--- src/rtl/urna_session_ctrl.sv ---
// Ballot terminal session controller: releases one voter at a time, collects a BCD code,
// confirms/corrects it, commits it to one of three saturating tallies, and handles close-of-election.
//
// state   | meaning
// LOCKED  | idle, waiting for poll-worker release or close
// ENTRY   | voter keying digits
// CONFIRM | full code entered, waiting for confirm or correct
// COMMIT  | one-cycle tally update
// CLOSED  | election closed, counts frozen until reset
module urna_session_ctrl #(
    parameter int          DIGITS         = 2,
    parameter logic [15:0] C1_CODE        = 16'h0013,
    parameter logic [15:0] C2_CODE        = 16'h0045,
    parameter int          TIMEOUT_CYCLES = 1000,
    parameter int          CNT_W          = 16
) (
    input  logic                  i_clk,
    input  logic                  i_rst,
    input  logic                  i_release_voter,
    input  logic [3:0]            i_digit,
    input  logic                  i_digit_valid,
    input  logic                  i_swap,
    input  logic                  i_valid,
    input  logic                  i_finish,
    output logic                  o_VoteStatus,
    output logic                  o_vote_done,
    output logic                  o_timeout,
    output logic                  o_closed,
    output logic [4*DIGITS-1:0]   o_code,
    output logic [CNT_W-1:0]      o_contadorC1,
    output logic [CNT_W-1:0]      o_contadorC2,
    output logic [CNT_W-1:0]      o_contadorNull
);

    localparam int CODE_W = 4 * DIGITS;
    localparam int IDLE_W = $clog2(TIMEOUT_CYCLES + 1);
    localparam logic [CODE_W-1:0] C1_MATCH = C1_CODE[CODE_W-1:0];
    localparam logic [CODE_W-1:0] C2_MATCH = C2_CODE[CODE_W-1:0];
    localparam logic [CNT_W-1:0]  CNT_MAX  = '1;
    localparam logic [IDLE_W-1:0] IDLE_RELOAD = IDLE_W'(TIMEOUT_CYCLES - 1);
    localparam logic [2:0]        LAST_DIGIT  = 3'(DIGITS - 1);

    typedef enum logic [2:0] {
        LOCKED  = 3'd0,
        ENTRY   = 3'd1,
        CONFIRM = 3'd2,
        COMMIT  = 3'd3,
        CLOSED  = 3'd4
    } state_t;

    state_t              r_state;
    logic [CODE_W-1:0]   r_code;
    logic [2:0]          r_count;
    logic [IDLE_W-1:0]   r_idle;
    logic                r_vote_status;
    logic                r_vote_done;
    logic                r_timeout;
    logic                r_closed;
    logic [CNT_W-1:0]    r_cnt_c1;
    logic [CNT_W-1:0]    r_cnt_c2;
    logic [CNT_W-1:0]    r_cnt_null;

    logic                w_digit_ok;
    assign w_digit_ok = i_digit_valid && (i_digit <= 4'd9);

    always_ff @(posedge i_clk) begin
        if (i_rst) begin
            r_state       <= LOCKED;
            r_code        <= '0;
            r_count       <= '0;
            r_idle        <= '0;
            r_vote_status <= 1'b0;
            r_vote_done   <= 1'b0;
            r_timeout     <= 1'b0;
            r_closed      <= 1'b0;
            r_cnt_c1      <= '0;
            r_cnt_c2      <= '0;
            r_cnt_null    <= '0;
        end else begin
            r_vote_done <= 1'b0;
            r_timeout   <= 1'b0;
            case (r_state)
                LOCKED: begin
                    if (i_finish) begin
                        r_state  <= CLOSED;
                        r_closed <= 1'b1;
                    end else if (i_release_voter) begin
                        r_state       <= ENTRY;
                        r_code        <= '0;
                        r_count       <= '0;
                        r_idle        <= IDLE_RELOAD;
                        r_vote_status <= 1'b1;
                    end
                end
                ENTRY: begin
                    if (i_swap) begin
                        r_code  <= '0;
                        r_count <= '0;
                        r_idle  <= IDLE_RELOAD;
                    end else if (w_digit_ok) begin
                        r_code  <= (r_code << 4) | CODE_W'(i_digit);
                        r_count <= r_count + 3'd1;
                        r_idle  <= IDLE_RELOAD;
                        if (r_count == LAST_DIGIT) begin
                            r_state <= CONFIRM;
                        end
                    end else if (r_idle == '0) begin
                        r_state       <= LOCKED;
                        r_code        <= '0;
                        r_count       <= '0;
                        r_vote_status <= 1'b0;
                        r_timeout     <= 1'b1;
                    end else begin
                        r_idle <= r_idle - 1'b1;
                    end
                end
                CONFIRM: begin
                    if (i_swap) begin
                        r_state <= ENTRY;
                        r_code  <= '0;
                        r_count <= '0;
                        r_idle  <= IDLE_RELOAD;
                    end else if (i_valid) begin
                        r_state       <= COMMIT;
                        r_vote_status <= 1'b0;
                    end else if (r_idle == '0) begin
                        r_state       <= LOCKED;
                        r_code        <= '0;
                        r_count       <= '0;
                        r_vote_status <= 1'b0;
                        r_timeout     <= 1'b1;
                    end else begin
                        r_idle <= r_idle - 1'b1;
                    end
                end
                COMMIT: begin
                    // Tallies saturate rather than wrap so an overflow can never erase votes.
                    if (r_code == C1_MATCH) begin
                        if (r_cnt_c1 != CNT_MAX) r_cnt_c1 <= r_cnt_c1 + 1'b1;
                    end else if (r_code == C2_MATCH) begin
                        if (r_cnt_c2 != CNT_MAX) r_cnt_c2 <= r_cnt_c2 + 1'b1;
                    end else begin
                        if (r_cnt_null != CNT_MAX) r_cnt_null <= r_cnt_null + 1'b1;
                    end
                    r_vote_done <= 1'b1;
                    r_state     <= LOCKED;
                    r_code      <= '0;
                    r_count     <= '0;
                end
                CLOSED: begin
                    r_closed <= 1'b1;
                end
                default: begin
                    r_state       <= LOCKED;
                    r_vote_status <= 1'b0;
                end
            endcase
        end
    end

    assign o_VoteStatus   = r_vote_status;
    assign o_vote_done    = r_vote_done;
    assign o_timeout      = r_timeout;
    assign o_closed       = r_closed;
    assign o_code         = r_code;
    assign o_contadorC1   = r_cnt_c1;
    assign o_contadorC2   = r_cnt_c2;
    assign o_contadorNull = r_cnt_null;

endmodule

--- config.mk ---
export PLATFORM = sky130hd
export DESIGN_NAME = urna_session_ctrl
export DESIGN_NICKNAME = d
export VERILOG_FILES = /design/src/rtl/urna_session_ctrl.sv
export SDC_FILE = /design/constraint.sdc
export NUM_CORES = 1
export LEC_CHECK = 0
export ABC_AREA = 1
export CORE_MARGIN = 8
export CORE_UTILIZATION = 50
export DETAILED_ROUTE_END_ITERATION = 8
export DONT_BUFFER_PORTS = 1
export GPL_TIMING_DRIVEN = 0
export PLACE_DENSITY = 0.67
export SYNTH_ARGS = -nofsm -noshare
export SYNTH_HDL_FRONTEND = slang
export SYNTH_SLANG_ARGS = --single-unit
--- constraint.sdc ---
create_clock -name i_clk -period 1.7 [get_ports i_clk]
set_input_delay 0.34 -clock i_clk [delete_from_list [all_inputs] [get_ports i_clk]]
set_output_delay 0.34 -clock i_clk [all_outputs]
set_load 0.02 [all_outputs]
==> out/qor.yml <==
status:
  status: "finished clean"
final_layout:
  regArea_um2: 1660
  final_layout_size_suffix_gt1_share_pct: 21.6
  multiInputGateArea_um2: 2820
  nFillCells: 788
  antennaDiodeCount: 0
  nets: 754
  syn_to_final_growth_pct: 20.3
  fin_cells: 849
  mostFrequentLayoutCells: "nand2_1, inv_1, nor2_1"
  layout_commonest_cell: "nand2_1"
worst_setup_path:
  worst-path-max-fanout: 10
  cp_data_arrival_time_ns: 1.91
  end_kind: "flop"
  cp.required_ns: 1.97
  max_stage_delay_ns: 0.42
  cp_slowest_cell: "dfxtp_4"
  cpMostUsedCell: "nand2_4"
  cpLargestDelayFamily: "simple AND/OR/NAND/NOR gates"
  cp_num_buf_inv: 1
  worstSetupPathType: "reg -> reg"
  path_cells: "ha_4 > nand2_4 > nor3_4 > nand4_4 > nand2_4 > buf_6 > nand2_1 > a21oi_1"
  crit_path_start_kind: "flop"
die:
  die_w_um: 111
  fp-row-count: 34
  start_util_pct: 51.8
  die_h_um: 111
  ios: 71
  die_area_um2: 12400
  coreArea_um2: 8760
clocking:
  cts_buffers: 9
  cts.sinks: 76
  clockRootBuffer: "clkbuf_8"
  clock_latency_ns: 0.36
  ctsHoldBuffers: 0
  cts_tree: "built"
  clockBufferDepth: 2
  htreeDepth: 3
  clk_pin_slew_ns: 0.09
synthesis:
  ys_seq_area_share_pct: 33.5
  ys_warn_count: 0
  synth_nets: 719
  syn_inst: 701
  synth_cell_type_count: 36
  avgSynthCellArea_um2: 6.47
  synthesis.area_um2: 4540
  ys_seq_elements: 76
sta:
  fmax_mhz: 612
  finalSetupViolCount: 0
  clock_skew_ns: 0.0162
  min_period_over_period_pct: 96.1
  holdWs_ns: 0.127
  drv_slew: 0
  maxSlewHeadroom_pct: 52.9
  finalWorstPathRequiredPeriod_ns: 1.63
  tightest_slew_ns: 0.707
  hold_viol: 0
  rsz0062_at_grt: "yes"
power:
  p_sw_mw: 1.14
  p_per_area_nw_per_um2: 730
  clock_power_share_pct: 37.8
  seq_power_share_pct: 46.6
  comb_power_share_pct: 15.6
  p_leak_nw: 2.18
  ir_worst_vdd_v: 0.000447
  netSwitchingFraction_pct: 28.7
  intPower_mw: 2.84
routing:
  postRouteAntennaNets: 0
  drt_pass1_iterations: 5
  drc: 0
  drtIter0Drc: 299
  num_vias: 4649
  vias_per_cell: 5.48
  wl_mm: 12.6
  wl_per_cell_um: 14.9
worst_hold_path:
  hold_path.class: "in -> reg"
grt:
  antenna_found_initial: 0
  gr-total-overflow: 0
  grt_pass1_vias: 4150
  grt_max_degree: 14
  grtUsageTotal_pct: 19.0
  grt_pass1_wl_mm: 19.9
job:
  max-cap-violations: 0
place:
  placement.io_buffers: 0
  gp_congestion: 0.920
  dp.cells: 809
  place_hpwl_mm: 8.91
[Yosys cell counts (all sizes together)]
master	number	share of area (%)
nor3	22	3.3
o211ai	1	0.17
nor2	79	7.2
a31o	1	0.19
o21bai	1	0.17
inv	86	7.1
o2111ai	1	0.19
nand4	21	3.2
o21ai	9	1.2
o2111a	1	0.25
xnor2	3	0.58
clkbuf	8	0.66
nand3	49	5.8
xor2	30	5.8
ha	7	1.9
buf	9	1.5
a21oi	61	6.7
dfxtp	76	34
nand3b	4	0.66
a31oi	2	0.28
o22ai	2	0.28
nand2	228	19
[metrics by stage]
step	util, %	area [um^2]	setup WS, ns	power, mW	TNS [ns]
2_1_floorplan	-	4550	0.0122	2.35	0
3_3_place_gp	53.5	4680	-0.222	2.46	-7.74
3_5_place_dp	53.5	4680	-0.247	2.46	-8.71
4_1_cts	58.2	5100	0.00196	3.97	0
5_1_grt	62.3	5460	-0.0316	4.17	-0.166
6_report	62.3	5460	0.0659	3.98	0
[worst reg2reg max path, cell delays in order, from the launching register on]
cell	delay, ns
dfxtp_4	0.42
ha_4	0.17
nand2_4	0.06
nor3_4	0.27
nand4_4	0.15
nand2_4	0.12
buf_6	0.14
nand2_1	0.06
a21oi_1	0.16
[layout make-up]
cell class / count / area share [%]
inverter: 86 / 5.96
buffer: 16 / 2.02
tap: 108 / 2.48
sequential: 76 / 30.4
clock buffer: 11 / 2.41
timing repair buffer: 24 / 3.67
clock inverter: 5 / 1.42
multi-input combinational: 523 / 51.6
[sequential cells by signal (all words and copies together) (netlist names), 3 cells and up]
name and count:
o_code 8, o_contadorC1 16, o_contadorC2 16, o_contadorNull 16, r_count 3, r_idle 10, r_state 3
[power groups by stage]
stage	combinational, mW	sequential [mW]	clock [mW]
6_report	0.621	1.85	1.50
5_1_grt	0.698	1.86	1.61
4_1_cts	0.554	1.88	1.53
3_5_place_dp	0.532	1.93	0
3_3_place_gp	0.527	1.93	0
2_1_floorplan	0.428	1.92	0
[logic make-up (layout without fill, tap and decap cells)]
| family | Yosys count | in the layout | share of synthesized area, % |
|---|---|---|---|
| AO/OA/AOI/OAI | 79 | 80 | 9.49 |
| XOR/XNOR | 33 | 33 | 6.37 |
| adder cells (fa/ha/maj) | 7 | 7 | 1.93 |
| buffers and inverters | 103 | 142 | 9.27 |
| flip-flops | 76 | 76 | 33.5 |
| AND/OR/NAND/NOR | 403 | 403 | 39.4 |
[final timing paths]
kind	startpoint	depth (start not counted)	to	slack, ns
max reg2reg	o_contadorC1[0]$_SDFFE_PP0P_	8	o_contadorC1[10]$_SDFFE_PP0P_	0.07
min reg2reg	r_count[1]$_SDFFE_PP0P_	2	r_count[1]$_SDFFE_PP0P_	0.51
max	o_contadorC1[0]$_SDFFE_PP0P_	8	o_contadorC1[10]$_SDFFE_PP0P_	0.07
min	i_digit[2]	2	o_code[2]$_SDFFE_PP0P_	0.13
[metal layers]
metal / wire (um) / GRT usage [%] / vias to the layer above
li1: - / - / 2319
met2: 6040 / 30.8 / 167
met1: 5280 / 23.1 / 2147
met3: 1110 / 5.90 / 16
met5: 0 / 0 / -
met4: 183 / 6.67 / 0
[timing repair]
| action | 4_1_cts | 5_1_grt |
|---|---|---|
| hold endpoints to repair | 0 | 0 |
| gates cloned | 1 | 0 |
| pin swaps | 7 | 22 |
| setup buffers | 8 | 16 |
| endpoints found under the setup margin | 63 | 69 |
| resized for setup | 56 | 83 |
Note: power is estimated with default switching activity, not from simulation.
